File: src/rtl/aes_display_pkg.sv
// Shared types and sizes for the AES result pager and its display-side helpers.
package aes_display_pkg;

    typedef enum logic [1:0] {
        IDLE,
        WAIT_RESULT,
        SHOW
    } pager_state_t;

    localparam int PAGE_W     = 16;
    localparam int NUM_PAGES  = 8;
    localparam int COUNT_W    = 32;
    localparam int RESULT_W   = PAGE_W * NUM_PAGES;
    localparam int PAGE_IDX_W = $clog2(NUM_PAGES);

    // Bit 0 of the result is the MSB, so page 0 is the leftmost 16 bits.
    function automatic logic [0:PAGE_W-1] page_slice(input logic [0:RESULT_W-1] result,
                                                     input logic [PAGE_IDX_W-1:0] page);
        return result[PAGE_W*page +: PAGE_W];
    endfunction

endpackage

File: src/rtl/btn_debounce.sv
// Two-flop synchroniser plus stability counter for a raw pushbutton; emits one
// pulse per accepted rising edge.
module btn_debounce #(
    parameter int DEBOUNCE_CYCLES = 1_000_000
) (
    input  logic clk,
    input  logic clr,
    input  logic i_btn,
    output logic o_level,
    output logic o_rise_pulse
);

    localparam int CNT_W = (DEBOUNCE_CYCLES > 1) ? $clog2(DEBOUNCE_CYCLES) : 1;
    localparam logic [CNT_W-1:0] CNT_LAST = CNT_W'(DEBOUNCE_CYCLES - 1);

    logic [1:0]       sync_q;
    logic [CNT_W-1:0] cnt_q;

    // NOTE: sequential state uses non-blocking assignments so every flop samples pre-edge values.
    always_ff @(posedge clk) begin
        if (clr) begin
            sync_q       <= '0;
            cnt_q        <= '0;
            o_level      <= 1'b0;
            o_rise_pulse <= 1'b0;
        end else begin
            sync_q       <= {sync_q[0], i_btn};
            o_rise_pulse <= 1'b0;
            if (sync_q[1] != o_level) begin
                if (cnt_q == CNT_LAST) begin
                    o_level      <= sync_q[1];
                    o_rise_pulse <= sync_q[1];
                    cnt_q        <= '0;
                end else begin
                    cnt_q <= cnt_q + 1'b1;
                end
            end else begin
                cnt_q <= '0;
            end
        end
    end

endmodule

File: src/rtl/aes_result_pager.sv
// Captures an AES result, measures core latency, and pages the 128-bit block
// out to a four-digit display 16 bits at a time.
module aes_result_pager
    import aes_display_pkg::*;
#(
    parameter int DWELL_CYCLES    = 100_000_000,
    parameter int DEBOUNCE_CYCLES = 1_000_000
) (
    input  logic                clk,
    input  logic                clr,
    input  logic                i_start,
    input  logic [0:RESULT_W-1] i_result,
    input  logic                i_result_valid,
    input  logic                i_btn_next,
    input  logic                i_auto,
    output logic [0:PAGE_W-1]   o_data,
    output logic [0:COUNT_W-1]  o_count,
    output logic                o_refresh_display,
    output logic [2:0]          o_page,
    output logic                o_busy
);

    localparam int DWELL_W = $clog2(DWELL_CYCLES);
    localparam logic [DWELL_W-1:0] DWELL_LAST = DWELL_W'(DWELL_CYCLES - 1);

    pager_state_t        state_q;
    logic [0:RESULT_W-1] result_q;
    logic [COUNT_W-1:0]  lat_q;
    logic [DWELL_W-1:0]  dwell_q;

    logic               btn_level, btn_rise;
    logic               dwell_tick_d, advance_d;
    logic [2:0]         page_d;
    logic [COUNT_W-1:0] lat_d;

    btn_debounce #(
        .DEBOUNCE_CYCLES(DEBOUNCE_CYCLES)
    ) u_btn_debounce (
        .clk          (clk),
        .clr          (clr),
        .i_btn        (i_btn_next),
        .o_level      (btn_level),
        .o_rise_pulse (btn_rise)
    );

    always_comb begin
        dwell_tick_d = i_auto && (dwell_q == DWELL_LAST);
        advance_d    = (state_q == SHOW) && ((btn_rise && btn_level) || dwell_tick_d);
        page_d       = o_page + 3'd1;
        lat_d        = (lat_q == '1) ? lat_q : lat_q + 1'b1;
    end

    // NOTE: the result block is pure datapath, only read after a capture, so it carries no reset.
    always_ff @(posedge clk) begin
        if (state_q == WAIT_RESULT && i_result_valid && !i_start) begin
            result_q <= i_result;
        end
    end

    always_ff @(posedge clk) begin
        if (clr) begin
            state_q           <= IDLE;
            lat_q             <= '0;
            dwell_q           <= '0;
            o_data            <= '0;
            o_count           <= '0;
            o_refresh_display <= 1'b0;
            o_page            <= '0;
            o_busy            <= 1'b0;
        end else begin
            o_refresh_display <= 1'b0;
            if (i_start) begin
                // A start always restarts measurement, even over a coincident result.
                state_q <= WAIT_RESULT;
                lat_q   <= COUNT_W'(1);
                dwell_q <= '0;
                o_busy  <= 1'b1;
            end else begin
                case (state_q)
                    WAIT_RESULT: begin
                        if (i_result_valid) begin
                            state_q           <= SHOW;
                            o_count           <= lat_q;
                            o_page            <= '0;
                            o_data            <= i_result[0:PAGE_W-1];
                            o_refresh_display <= 1'b1;
                            o_busy            <= 1'b0;
                            dwell_q           <= '0;
                        end else begin
                            lat_q <= lat_d;
                        end
                    end
                    SHOW: begin
                        if (advance_d) begin
                            o_page            <= page_d;
                            o_data            <= page_slice(result_q, page_d);
                            o_refresh_display <= 1'b1;
                            dwell_q           <= '0;
                        end else if (!i_auto) begin
                            dwell_q <= '0;
                        end else begin
                            dwell_q <= dwell_q + 1'b1;
                        end
                    end
                    default: begin
                        dwell_q <= '0;
                    end
                endcase
            end
        end
    end

endmodule

File: config.mk
export PLATFORM = sky130hd
export DESIGN_NAME = aes_result_pager
export DESIGN_NICKNAME = d
export VERILOG_FILES = /design/src/rtl/aes_display_pkg.sv /design/src/rtl/btn_debounce.sv /design/src/rtl/aes_result_pager.sv
export SDC_FILE = /design/constraint.sdc
export NUM_CORES = 1
export LEC_CHECK = 0
export ABC_AREA = 1
export CAP_MARGIN = 20
export CORE_UTILIZATION = 50
export DETAILED_ROUTE_END_ITERATION = 8
export GPL_ROUTABILITY_DRIVEN = 0
export PLACE_DENSITY = 0.75
export SLEW_MARGIN = 30
export SYNTH_ARGS = -nofsm -noshare
export SYNTH_HDL_FRONTEND = slang
export SYNTH_SLANG_ARGS = --single-unit
File: constraint.sdc
create_clock -name clk -period 9.4 [get_ports clk]
set_input_delay 1.41 -clock clk [delete_from_list [all_inputs] [get_ports clk]]
set_output_delay 1.41 -clock clk [all_outputs]
set_load 0.1 [all_outputs]
### After elaboration in Yosys (flattened, before gate mapping)

Cells that the tools add are included.
Widths: inputs -> output; s select.

* add/subtract/negate cells: 4
* equal/unequal tests: 10
* shift operators: 1
* multiplexer cells: 23
* bitwise logic cells: 6
* reduce and logical (&&, ||, !) cells: 20

Operators by type and width (count)
* $shiftx 128x33->129: 1
* $mux 27: 3
* $pmux 27 s2: 1
* $not 7->33: 1
* $add 32x1->32 const B: 1
* $eq 32x32->1 const B: 1
* $mux 16: 2
* $pmux 16 s2: 1
* $add 27x1->27 const B: 1
* $eq 27x27->1 const B: 1
* $add 20x1->20 const B: 1
* $eq 20x20->1 const B: 1
* $mux 1: 12
* $reduce_and 3->1: 3
* $ne 2x2->1 const B: 4
* $mux 3: 2
* $pmux 3 s2: 1
* $reduce_and 2->1: 3
* $reduce_bool 2->1: 3
* $reduce_or 3->1: 2
* $logic_and 1x1->1: 5
* $not 1->1: 5
* $reduce_and 4->1: 1
* $add 3x1->3 const B: 1
* 7 further kinds: 7

* register bits: 266
* bits of input ports: 134
* output and inout port bits: 53
* logic and storage cells: 79

### Logic depth before layout (Yosys ltp)

* depth after elaboration: 6
* mapped depth: 13
* depth with buffers taken out: 11

### Cells and area by module

Synthesis repeated with hierarchy kept, for this count alone.

* cell total of the unflattened synthesis: 1528
* area total of the unflattened synthesis: 12179.2 sq um

By module, submodules not included
* aes_result_pager: times used 1, cells an instance 1354, area each 10974.3 sq um, sequential area each 6105.9 sq um
* btn_debounce: times used 1, cells an instance 174, area each 1204.9 sq um, sequential area each 480.5 sq um

### Worst setup path after synthesis

OpenSTA, ideal clock, no wires.

* path kind: input -> register
* start: input i_result_valid
* end: register result_q[0] (netlist bit) (enable)
* library setup time: 0.542 ns
* arrival: 5.526 ns
* data required time: 8.858 ns
* path slack: 3.332 ns
* stages: 4
* path buffers: 2
* path through: nand2_1 > nor2_1 > clkbuf_1 > clkbuf_1

* cells in the longest elaborated chain, start to end: 2

RTL lines
* start: declaration: RTL line aes_result_pager.sv:13 `input logic i_result_valid,`
* $logic_and 1x1->1 (2 in a row): RTL line aes_result_pager.sv:55 `if (state_q == WAIT_RESULT && i_result_valid && !i_start) begin`
* end signal: assignment: RTL line aes_result_pager.sv:56 `result_q <= i_result;`
* end: declaration: RTL line aes_result_pager.sv:27 `logic [0:RESULT_W-1] result_q;`

Every way passes these cells.
A chain may end at the register's enable or synchronous reset.

### Worst setup path after layout

* start: register o_data[13] (netlist bit)
* end: output o_data[13] (netlist bit)

RTL lines
* start: declaration: RTL line aes_result_pager.sv:16 `output logic [0:PAGE_W-1] o_data,`
* start signal: assignment: RTL line aes_result_pager.sv:85 `o_data <= i_result[0:PAGE_W-1];`
* start signal: assignment: RTL line aes_result_pager.sv:96 `o_data <= page_slice(result_q, page_d);`

No word-level cell between the ends.

==> impl_results.rst <==
.. list-table::
   :header-rows: 1

   * - Metric
     - Value
   * - Latest clock arrival within the worst-skew pair
     - 540 ps
   * - Final Instance Area
     - 15,130 um^2
   * - Antenna violations before repair
     - 2
   * - Post-synthesis sequential area ratio
     - 0.5448
   * - Count of endpoints failing hold in the final timing report
     - 0
   * - FILL cells
     - 2,001
   * - Critical path data required time
     - 7990 ps
   * - Post-detailed-placement half-perimeter wirelength
     - 21.82 mm
   * - Bufs on Longest Clock Path
     - 3
   * - Placed cell areas
     - 14,140 um^2
   * - Routed wire length
     - 31.56 mm
   * - Number of nets in the synthesized netlist
     - 1,645
   * - Initial Util
     - 0.5120
   * - Number of detailed-routing iterations run before antenna repair
     - 5
   * - Cts hold-fix bufs
     - 0
   * - Top cells by count, synth
     - sky130_fd_sc_hd__nand2_1, sky130_fd_sc_hd__nor2_1, sky130_fd_sc_hd__dfxtp_1
   * - Die X-Extent
     - 157.5 um
   * - Post-route minimum period
     - 3541 ps
   * - Post-CTS setup buffer count
     - 0
   * - WP data arrival
     - 2130 ps
   * - Synth area leader
     - sky130_fd_sc_hd__edfxtp_1
   * - Cell area after synthesis
     - 12,090 um^2
   * - Clock tree from TritonCTS
     - yes
   * - FF+latch count, synth
     - 265
   * - Final setup violation count
     - 0
   * - Most frequent cell after synthesis
     - sky130_fd_sc_hd__nand2_1
   * - Crit Reg-Reg Startpoint
     - state_q[0]
   * - Site Rows
     - 56
   * - Clock input transition at the sequential cells of the worst setup and hold paths
     - 60 ps
   * - Number of global-route vias before repair
     - 9,882
   * - RSZ-0062 raised after global routing
     - false
   * - Total buffers and inverters traversed by the critical path
     - 1
   * - Maximum level of the CTS H-tree
     - 1
   * - Dominant synthesized flop cell
     - sky130_fd_sc_hd__dfxtp_1
   * - Capture endpoint of the worst hold path
     - u_btn_debounce.sync_q[1]
   * - Share of flip-flops with an asynchronous set or reset
     - 0
   * - Worst-case headroom to the max-slew limit
     - 0.3186
   * - Sort of element at the start of the critical path
     - register
   * - Status
     - finished, final reports clean
   * - Length in cells of the worst reg-to-reg path
     - 10
   * - Hold path cells
     - 2
   * - Per-cell routed wire length
     - 15.66 um
   * - Overall routing resource usage
     - 0.2527
   * - Average vias per placed instance
     - 5.164
   * - Worst supply voltage drop on vdd
     - 0.1472 mV
   * - Warnings from Yosys
     - 0
   * - TNS Setup
     - 0 ps
   * - Final std cells w/o fill
     - 2,015
   * - Number of antenna-violating nets in the routed design
     - 0
   * - TritonCTS Sinks
     - 265
   * - Hold path start
     - u_btn_debounce.sync_q[0]
   * - Post-route DRC
     - 0
   * - Gate count after technology mapping
     - 1,505
   * - CP Cell Sequence
     - clkdlybuf4s50_1
   * - Remaining global-route overflow
     - 0
   * - Setup Crit Path Kind
     - register to output pin
   * - Library cell contributing the largest single delay on the critical path
     - sky130_fd_sc_hd__clkdlybuf4s50_1
   * - Area of the core
     - 23,610 um^2
   * - Total number of vias
     - 10,410
   * - Die extent in y
     - 157.5 um
   * - Count of buffers inserted at the top-level ports
     - 186
   * - Max-cap violations
     - 0
   * - 1st-iter DRT viols
     - 911
   * - Cell family with most CP delay
     - buffers and inverters
   * - Mean instance size in the synthesized netlist
     - 8.033 um^2
   * - Stage delay of the slowest cell on the critical path
     - 1170 ps
   * - Fraction of the cycle the final worst path needs
     - 0.3767
   * - Boundary pin count
     - 187
   * - Static leakage
     - 5.419 nW
   * - Number of enable-type register cells in the synthesized netlist
     - 128
   * - Buffer type at the clock tree root
     - sky130_fd_sc_hd__clkbuf_16
   * - Max Freq
     - 0.2824 GHz
   * - Final-report max-slew violation count
     - 0
   * - Power density normalized to cell area
     - 176.2 nW/um^2
   * - Fraction of final layout cells sized beyond drive strength 1
     - 0.05254
   * - Post-cts repair resize count
     - 0
   * - End of the worst register-to-register path
     - o_data[3]
   * - Number of placed cells counting well taps
     - 1,961
   * - Highest fanout seen on the critical path
     - 2
   * - Kind of end point of the critical path
     - output pin
   * - Die area
     - 24,800 um^2
   * - Setup slack of the most critical reg-to-reg path
     - 6080 ps
   * - Count of nets after finishing
     - 1,812
   * - Area growth syn-to-layout
     - 25.19%
   * - Cell types occupying the most area after synthesis
     - sky130_fd_sc_hd__edfxtp_1, sky130_fd_sc_hd__dfxtp_1, sky130_fd_sc_hd__nand2_1, sky130_fd_sc_hd__nor2_1, sky130_fd_sc_hd__o21ai_0
   * - Num CTS Buffers
     - 28
   * - First-pass GRT wire length
     - 49.31 mm
   * - Slew at the pin with the worst max-slew slack
     - 1019 ps
   * - Pin count of the biggest net entering global routing
     - 185
   * - Top-area cell type share of the netlist area
     - 0.3179
   * - Kind of path behind the tightest hold check
     - register to register
   * - Number of unique standard cell types used by synthesis
     - 38
   * - Worst clock skew
     - 16.72 ps
## cell families (layout without fill, tap and decap cells)
logic type,after synthesis,in the layout,synth area share
simple gates,823,823,0.2782
other cells,0,2,0
xor+xnor,35,35,0.02536
compound gates,194,194,0.08228
buf+inv,182,371,0.06313
flops,265,265,0.5448
fa+ha+maj,6,6,0.006210
## worst register-to-register path, cell delays in order, from the launching register on
cell and delay, ps:
sky130_fd_sc_hd__dfxtp_1 330, sky130_fd_sc_hd__inv_1 90, sky130_fd_sc_hd__ha_1 500, sky130_fd_sc_hd__clkinv_1 620, sky130_fd_sc_hd__nor2_1 840, sky130_fd_sc_hd__inv_1 360, sky130_fd_sc_hd__a21oi_1 230, sky130_fd_sc_hd__nor2_1 70
sky130_fd_sc_hd__nand3_1 60, sky130_fd_sc_hd__nand2_1 70, sky130_fd_sc_hd__nor2_2 90
## per-stage QoR
stage | hold slack [ps] | util | total power [mW] | setup WS, ps
CTS | 419.7 | 0.6410 | 2.683 | 5822
floorplan | 388.3 | - | 1.419 | 3332
detailed placement | 410.7 | 0.5988 | 1.517 | 5723
finish | 415.6 | 0.6410 | 2.667 | 5859
global placement | 413.1 | 0.5995 | 1.515 | 5785
global route | 437.4 | 0.6408 | 2.741 | 5794
## state kept, by name (all words and copies together) (netlist names)
name and flops:
result_q 128, lat_q 32, o_count 32, dwell_q 27
u_btn_debounce.cnt_q 20, o_data 16, o_page 3, state_q 2
u_btn_debounce.sync_q 2, o_refresh_display 1, u_btn_debounce.o_level 1, u_btn_debounce.o_rise_pulse 1
## cell usage in the layout (no fill, tap or decap), drive strengths merged, types with 2 or more instances in the layout
master | synthesis | layout
nor2 | 350 | 350
nand2 | 348 | 348
clkdlybuf4s50 | 0 | 182
dfxtp | 137 | 137
edfxtp | 128 | 128
inv | 121 | 122
o21ai | 102 | 102
a21oi | 82 | 82
nand3 | 78 | 78
clkbuf | 27 | 34
xor2 | 32 | 32
nand4 | 19 | 19
nor3 | 18 | 18
buf | 32 | 14
clkinv | 2 | 13
o211ai | 6 | 6
ha | 6 | 6
bufinv | 0 | 5
or2 | 5 | 5
xnor2 | 3 | 3
nand3b | 3 | 3
diode | 0 | 2
## layer usage
metal,global-route usage,wire length [um],vias up
li1,-,-,5196
met1,0.3084,13250,4837
met2,0.4496,15040,315
met3,0.04626,2305,56
met4,0.07859,951,2
met5,0,12,-
## worst max-delay path by stage
| stage | start | to | slack (ps) | depth (start not counted) |
|---|---|---|---|---|
| 2_1_floorplan | i_result_valid | result_q[0] | 3330 | 4 |
| 3_3_place_gp | i_result_valid | o_count[20] | 5790 | 7 |
| 3_5_place_dp | i_result_valid | o_count[3] | 5720 | 7 |
| 4_1_cts | o_page[2] | o_page[2] | 5820 | 1 |
| 5_1_grt | state_q[0] | o_data[6] | 5790 | 10 |
| 6_report | o_data[13] | o_data[13] | 5860 | 1 |
## power breakdown
| part | switching [mW] | leakage, nW | total [mW] | internal, mW |
|---|---|---|---|---|
| logic | 0.157 | 2.66 | 0.242 | 0.0855 |
| registers | 0.0118 | 2.27 | 1.25 | 1.24 |
| clock network | 0.451 | 0.487 | 1.17 | 0.723 |
| total | 0.620 | 5.42 | 2.67 | 2.05 |
## cell type report
class | count | area [um^2] | area share
repair buffers | 196 | 1929 | 0.1275
well taps | 319 | 399.1 | 0.02637
clock inverters | 18 | 219.0 | 0.01447
flip-flops and latches | 265 | 6588 | 0.4353
multi-input cells | 1058 | 4752 | 0.3140
inverters | 123 | 466.7 | 0.03084
diodes | 2 | 5.005 | 0.0003307
clock buffers | 34 | 775.7 | 0.05126
(Power assumes the default switching activity.)
